[config.mk]
export PLATFORM = sky130hd
export DESIGN_NAME = hash_table_arbiter
export DESIGN_NICKNAME = d
export VERILOG_FILES = /design/src/rtl/hash_table_arbiter_pkg.sv /design/src/rtl/tag_fifo.sv /design/src/rtl/hash_table_arbiter.sv
export SDC_FILE = /design/constraint.sdc
export NUM_CORES = 1
export LEC_CHECK = 0
export BUFFER_PORTS_ARGS = -buffer_cell sky130_fd_sc_hd__clkbuf_2
export CELL_PAD_IN_SITES_DETAIL_PLACEMENT = 2
export CELL_PAD_IN_SITES_GLOBAL_PLACEMENT = 2
export CORE_UTILIZATION = 29
export DETAILED_ROUTE_END_ITERATION = 8
export PLACE_DENSITY = 0.87
export SLEW_MARGIN = 10
export SYNTH_ARGS = -nofsm -noshare
export SYNTH_HDL_FRONTEND = slang
export SYNTH_SLANG_ARGS = --single-unit
[constraint.sdc]
create_clock -name clk -period 3.17 [get_ports clk]
set_input_delay 0.4755 -clock clk [delete_from_list [all_inputs] [get_ports clk]]
set_output_delay 0.4755 -clock clk [all_outputs]
set_load 0.005 [all_outputs]
[src/rtl/hash_table_arbiter_pkg.sv]
// Shared types for the hash table arbiter: table op encoding, response flag bit positions
// and the flush state machine encoding.
package hash_table_arbiter_pkg;

  typedef enum logic [1:0] {
    OpNone   = 2'b00,
    OpRead   = 2'b01,
    OpWrite  = 2'b10,
    OpDelete = 2'b11
  } ht_op_e;

  localparam int unsigned FlagKeyPresent   = 0;
  localparam int unsigned FlagNoElement    = 1;
  localparam int unsigned FlagNoWriteSpace = 2;
  localparam int unsigned FlagNoDelTarget  = 3;

  typedef enum logic [1:0] {
    StRun,
    StDrain,
    StDone
  } arb_state_e;

endpackage

[src/rtl/tag_fifo.sv]
// In-order FIFO of requester indices for commands issued to the table but not yet answered.
// Storage is not reset; only the pointers are, so reset empties it.
module tag_fifo #(
  parameter int unsigned DEPTH = 4,
  parameter int unsigned WIDTH = 2
) (
  input  logic             clk,
  input  logic             reset,
  input  logic             push_i,
  input  logic [WIDTH-1:0] push_data_i,
  input  logic             pop_i,
  output logic [WIDTH-1:0] pop_data_o,
  output logic             empty_o
);

  localparam int unsigned PtrW = $clog2(DEPTH);

  logic [WIDTH-1:0] mem_q [DEPTH];
  logic [PtrW:0]    wr_q;
  logic [PtrW:0]    rd_q;

  always_ff @(posedge clk or posedge reset) begin
    if (reset) begin
      wr_q <= '0;
      rd_q <= '0;
    end else begin
      if (push_i) wr_q <= wr_q + 1'b1;
      if (pop_i)  rd_q <= rd_q + 1'b1;
    end
  end

  always_ff @(posedge clk) begin
    if (push_i) mem_q[wr_q[PtrW-1:0]] <= push_data_i;
  end

  assign pop_data_o = mem_q[rd_q[PtrW-1:0]];
  assign empty_o    = (wr_q == rd_q);

endmodule

[src/rtl/hash_table_arbiter.sv]
// Round-robin arbiter in front of a hash table with in-order response routing and flush.
// Define HT_ARB_STATS_EN to add saturating per-requester grant and stall counters.
module hash_table_arbiter
  import hash_table_arbiter_pkg::*;
#(
  parameter int unsigned NUM_REQ    = 4,
  parameter int unsigned KEY_WIDTH  = 2,
  parameter int unsigned DATA_WIDTH = 32,
  parameter int unsigned TAG_DEPTH  = 4
) (
  input  logic                            clk,
  input  logic                            reset,
  input  logic [NUM_REQ-1:0]              req_valid_i,
  input  logic [2*NUM_REQ-1:0]            req_op_i,
  input  logic [KEY_WIDTH*NUM_REQ-1:0]    req_key_i,
  input  logic [DATA_WIDTH*NUM_REQ-1:0]   req_data_i,
  output logic [NUM_REQ-1:0]              req_ready_o,
  output logic                            ht_valid_o,
  output logic [1:0]                      ht_op_o,
  output logic [KEY_WIDTH-1:0]            ht_key_o,
  output logic [DATA_WIDTH-1:0]           ht_data_o,
  output logic                            ht_ready_o,
  input  logic                            ht_valid_i,
  input  logic [DATA_WIDTH-1:0]           ht_read_data_i,
  input  logic [3:0]                      ht_flags_i,
  output logic [NUM_REQ-1:0]              resp_valid_o,
  output logic [DATA_WIDTH-1:0]           resp_data_o,
  output logic [3:0]                      resp_flags_o,
  input  logic                            flush_i,
  output logic                            flush_done_o,
`ifdef HT_ARB_STATS_EN
  output logic [16*NUM_REQ-1:0]           grant_cnt_o,
  output logic [15:0]                     stall_cnt_o,
`endif
  output logic                            err_o
);

  localparam int unsigned IdxW = $clog2(NUM_REQ);
  localparam int unsigned CntW = $clog2(TAG_DEPTH) + 1;

  arb_state_e              state_q, state_d;
  logic [IdxW-1:0]         ptr_q;
  logic [IdxW-1:0]         gnt_idx;
  logic                    gnt_any;
  logic [NUM_REQ-1:0]      req_vld;
  logic [1:0]              sel_op;
  logic [KEY_WIDTH-1:0]    sel_key;
  logic [DATA_WIDTH-1:0]   sel_data;
  logic [CntW-1:0]         outst_q;
  logic                    can_grant;
  logic                    push;
  logic                    pop;
  logic                    fifo_empty;
  logic [IdxW-1:0]         pop_tag;

  always_comb begin
    for (int unsigned i = 0; i < NUM_REQ; i++) begin
      req_vld[i] = req_valid_i[i] && (req_op_i[2*i +: 2] != OpNone);
    end
  end

  // Scan starting at the priority pointer; first valid requester wins.
  always_comb begin
    gnt_any  = 1'b0;
    gnt_idx  = '0;
    sel_op   = OpNone;
    sel_key  = '0;
    sel_data = '0;
    for (int unsigned j = 0; j < NUM_REQ; j++) begin
      int unsigned k;
      k = (32'(ptr_q) + j) % NUM_REQ;
      if (!gnt_any && req_vld[k]) begin
        gnt_any  = 1'b1;
        gnt_idx  = IdxW'(k);
        sel_op   = req_op_i[2*k +: 2];
        sel_key  = req_key_i[KEY_WIDTH*k +: KEY_WIDTH];
        sel_data = req_data_i[DATA_WIDTH*k +: DATA_WIDTH];
      end
    end
  end

  // Reset gates ready combinationally so no grant is visible while reset is held.
  assign can_grant   = !reset && (state_q == StRun) && !flush_i &&
                       (outst_q < CntW'(TAG_DEPTH));
  assign push        = can_grant && gnt_any;
  assign pop         = ht_valid_i && !fifo_empty;
  assign req_ready_o = push ? (NUM_REQ'(1) << gnt_idx) : '0;
  assign ht_ready_o  = 1'b1;

  tag_fifo #(
    .DEPTH (TAG_DEPTH),
    .WIDTH (IdxW)
  ) u_tag_fifo (
    .clk         (clk),
    .reset       (reset),
    .push_i      (push),
    .push_data_i (gnt_idx),
    .pop_i       (pop),
    .pop_data_o  (pop_tag),
    .empty_o     (fifo_empty)
  );

  always_comb begin
    state_d = state_q;
    unique case (state_q)
      StRun:   if (flush_i) state_d = StDrain;
      StDrain: if (outst_q == '0 && !ht_valid_o) state_d = StDone;
      StDone:  if (!flush_i) state_d = StRun;
      default: state_d = StRun;
    endcase
  end

  always_ff @(posedge clk or posedge reset) begin
    if (reset) begin
      state_q      <= StRun;
      ptr_q        <= '0;
      outst_q      <= '0;
      flush_done_o <= 1'b0;
      err_o        <= 1'b0;
    end else begin
      state_q      <= state_d;
      outst_q      <= outst_q + CntW'(push) - CntW'(pop);
      flush_done_o <= (state_q == StDrain) && (state_d == StDone);
      if (push) ptr_q <= (gnt_idx == IdxW'(NUM_REQ - 1)) ? '0 : gnt_idx + 1'b1;
      if (ht_valid_i && fifo_empty) err_o <= 1'b1;
    end
  end

  always_ff @(posedge clk or posedge reset) begin
    if (reset) begin
      ht_valid_o <= 1'b0;
      ht_op_o    <= OpNone;
      ht_key_o   <= '0;
      ht_data_o  <= '0;
    end else begin
      ht_valid_o <= push;
      ht_op_o    <= push ? sel_op : OpNone;
      ht_key_o   <= push ? sel_key : '0;
      ht_data_o  <= push ? sel_data : '0;
    end
  end

  always_ff @(posedge clk or posedge reset) begin
    if (reset) begin
      resp_valid_o <= '0;
      resp_data_o  <= '0;
      resp_flags_o <= '0;
    end else begin
      resp_valid_o <= pop ? (NUM_REQ'(1) << pop_tag) : '0;
      if (pop) begin
        resp_data_o                    <= ht_read_data_i;
        resp_flags_o[FlagKeyPresent]   <= ht_flags_i[FlagKeyPresent];
        resp_flags_o[FlagNoElement]    <= ht_flags_i[FlagNoElement];
        resp_flags_o[FlagNoWriteSpace] <= ht_flags_i[FlagNoWriteSpace];
        resp_flags_o[FlagNoDelTarget]  <= ht_flags_i[FlagNoDelTarget];
      end
    end
  end

`ifdef HT_ARB_STATS_EN
  always_ff @(posedge clk or posedge reset) begin
    if (reset) begin
      grant_cnt_o <= '0;
      stall_cnt_o <= '0;
    end else begin
      for (int unsigned i = 0; i < NUM_REQ; i++) begin
        if (req_ready_o[i] && grant_cnt_o[16*i +: 16] != 16'hFFFF) begin
          grant_cnt_o[16*i +: 16] <= grant_cnt_o[16*i +: 16] + 16'd1;
        end
      end
      if (|req_vld && !push && stall_cnt_o != 16'hFFFF) stall_cnt_o <= stall_cnt_o + 16'd1;
    end
  end
`endif

endmodule

==> impl_metrics.yaml <==
synthesis:
  synthSimpleGateAreaFrac_pct: 19.3
  synthDistinctLibCells: 60
  synth_nets: 1222
  synth_top_cell_by_area: "dfrtp_1"
  synth-adder-area-share_pct: 1.88
  synth_xor_area_share_pct: 0.942
  synthMuxAreaShare_pct: 1.69
  synth_edf_count: 8
  synth_compound_area_share_pct: 39.0
  synthCells: 1022
  synthArstFlopShare_pct: 92.0
  yosys_warnings: 0
  ys_seq_area_share_pct: 30.4
  synth_flop_cell: "dfrtp_1"
  ys_ff_latch: 100
  synth_top_family_by_area: "compound AO/OA/AOI/OAI gates"
  synth.avg_cell_area_um2: 8.19
  synth_top_area_share_pct: 27.5
  netlist_area_um2: 8370
  synth_area_leaders: "dfrtp_1 28%, a21oi_1 8.5%, nand2_1 8.4%"
sta:
  max_freq_mhz: 333
  slew_headroom_pct: 33.2
  fin_ws_ps: 167
  finalSetupViolations: 0
  setup_tns_ps: 0
  post-route-period-util_pct: 94.7
  fin_skew_ps: 20.8
  worst-slew-pin-transition_ps: 1000
  rsz0062_at_grt: "false"
  finalCriticalPeriod_ps: 3000
  hold_viol: 0
  slew_viol_final: 0
clock_tree:
  insertion_delay_ps: 370
  numCtsBuffers: 9
  root_buffer: "clkbuf_16"
  h-tree-depth: 3
  clk_pin_slew_worst_paths_ps: 100
  postCtsSetupBuffers: 0
  cts.sinks: 100
  cts_tree: "built"
  cts-resized-gates: 0
  clk_path_buf_depth: 2
  hold_buffers: 0
die:
  die_h_um: 172
  die_area_um2: 29500
  io_pins: 272
  die_w_um: 172
  core-area_um2: 28100
  start_util_pct: 29.8
  row_count: 61
finish:
  multi_input_area_um2: 5320
  n_fill_cell: 3326
  final_cell_mix: "270 x clkbuf_2, 188 x nand2_1, 142 x a21oi_1"
  final_common_cell: "clkbuf_2"
  syn2layout_area_growth_pct: 24.1
  antenna_cells: 0
  ff_latch_area_um2: 2550
  final_nets: 1438
  layout-drive-gt1-share_pct: 30.0
  stdcell_count: 1621
  fin_area_um2: 10400
global_routing:
  overflow: 0
  antenna_found_initial: 2
  grt_pass1_wl_mm: 57.5
  grt_pass1_vias: 10153
  grt_usage_pct: 25.4
  grt_max_degree: 67
placement:
  dp_hpwl_mm: 26.5
  place.gp.congestion: 0.809
  io_buffers: 270
  place_area_um2: 10100
  dp_cells: 1605
  preCtsSetupSlack_ps: 317
route:
  via_count: 9283
  routed_wl_mm: 37.6
  drc: 0
  avgViaCountPerCell: 5.73
  wl_per_cell_um: 23.2
  drt-pass1-iter-count: 5
  drtIter0Drc: 525
  antenna_left: 0
power_and_ir_drop:
  ir_worst_vdd_mv: 0.445
  power_density_nw_per_um2: 722
  p_leak_uw: 0.00452
setup_path:
  path_max_fanout: 7
  cp-end-kind: "output pin"
  reg2reg_depth: 7
  arrival_ps: 2530
  startpoint_type: "flip-flop"
  path_cells: "inv_1 > buf_4 > o21ai_0 > a21oi_1 > and3_1 > inv_1 > ha_1 > and2_1 > clkbuf_2"
  path_class: "flip-flop to output pin"
  crit_top_cell: "inv_1"
  critPathSlowestCell: "dfrtp_4"
  worstPathRequired_ps: 2690
  slowest_delay_ps: 490
min_path:
  hp-class: "primary input to asynchronous set/reset pin"
run:
  maxCapViolations: 0
run_status:
  status: "finished, final reports clean"
layout make-up:
cell class / instances / area share [%]
clock buffer: 9 / 2.17
multi-input combinational: 812 / 51.2
clock inverter: 7 / 0.651
inverter: 11 / 0.422
tap: 378 / 4.56
sequential: 100 / 24.6
timing repair buffer: 304 / 16.4
routing by layer:
layer  global-route usage (%)  share of wire (%)
met4                     7.12                1.8
met2                     45.0                 49
met1                     30.1                 41
met3                     6.36                8.2
met5                        0              0.064
path summary, 6_finish.rpt:
kind                            slack [ps]               start         endpoint
worst max register to register         500            ptr_q[0]    ht_data_o[22]
worst max-delay path                   170            ptr_q[0]   req_ready_o[2]
worst min-delay path                   230               reset    ht_data_o[11]
max in group asynchronous             2220               reset    ht_data_o[23]
min in group clk                       320  ht_read_data_i[11]  resp_data_o[11]
worst min register to register         490      resp_data_o[5]   resp_data_o[5]
sequential cells by signal (all words and copies together) (netlist names), 2 cells and up:
signal / count
ht_data_o: 32
resp_data_o: 32
u_tag_fifo.mem_q: 8
resp_flags_o: 4
resp_valid_o: 4
outst_q: 3
u_tag_fifo.rd_q: 3
u_tag_fifo.wr_q: 3
ht_key_o: 2
ht_op_o: 2
ptr_q: 2
state_q: 2
metrics by stage:
stage	utilization, %	hold WS [ps]	total power (uW)
detailed placement	35.9	474	6380
floorplan	-	460	4870
CTS	37.0	247	7570
global placement	35.9	456	6070
global route	37.0	280	8080
finish	37.0	230	7490
cell usage after synthesis (all sizes together) (8+ instances only):
master   number
a211oi       35
a311oi       33
clkbuf       44
nand2b       34
nor3          8
ha           11
nor2b        34
and2         43
nor2          9
inv          11
o211a        35
o21ai        45
nand2       188
dfrtp        92
buf          55
xnor2         8
a21oi       142
a31oi        34
o2bb2ai      35
a22oi        33
o22ai        33
edfxtp        8
worst max-delay path, delay by kind of cell (launching register included):
family                     cells  cell delay, ps
buffers and inverters          4             670
DFF                            1             490
and+or+nand+nor                2             470
AOI/OAI and AO/OA              2             310
adders and majority gates      1             220
where the power goes:
| part | switching, uW | internal [uW] | leakage [uW] | total (uW) |
|---|---|---|---|---|
| clock network | 605 | 557 | 0.000145 | 1160 |
| logic | 2720 | 1650 | 0.00311 | 4370 |
| registers | 289 | 1680 | 0.00126 | 1960 |
cells by family after synthesis:
group / count (synthesis)
AOI/OAI and AO/OA: 446
and+or+nand+nor: 335
buffers and inverters: 110
DFF: 100
adders and majority gates: 12
xor gates and xnor gates: 9
muxes: 9
other: 1
Power figures use the tool's default switching activity.
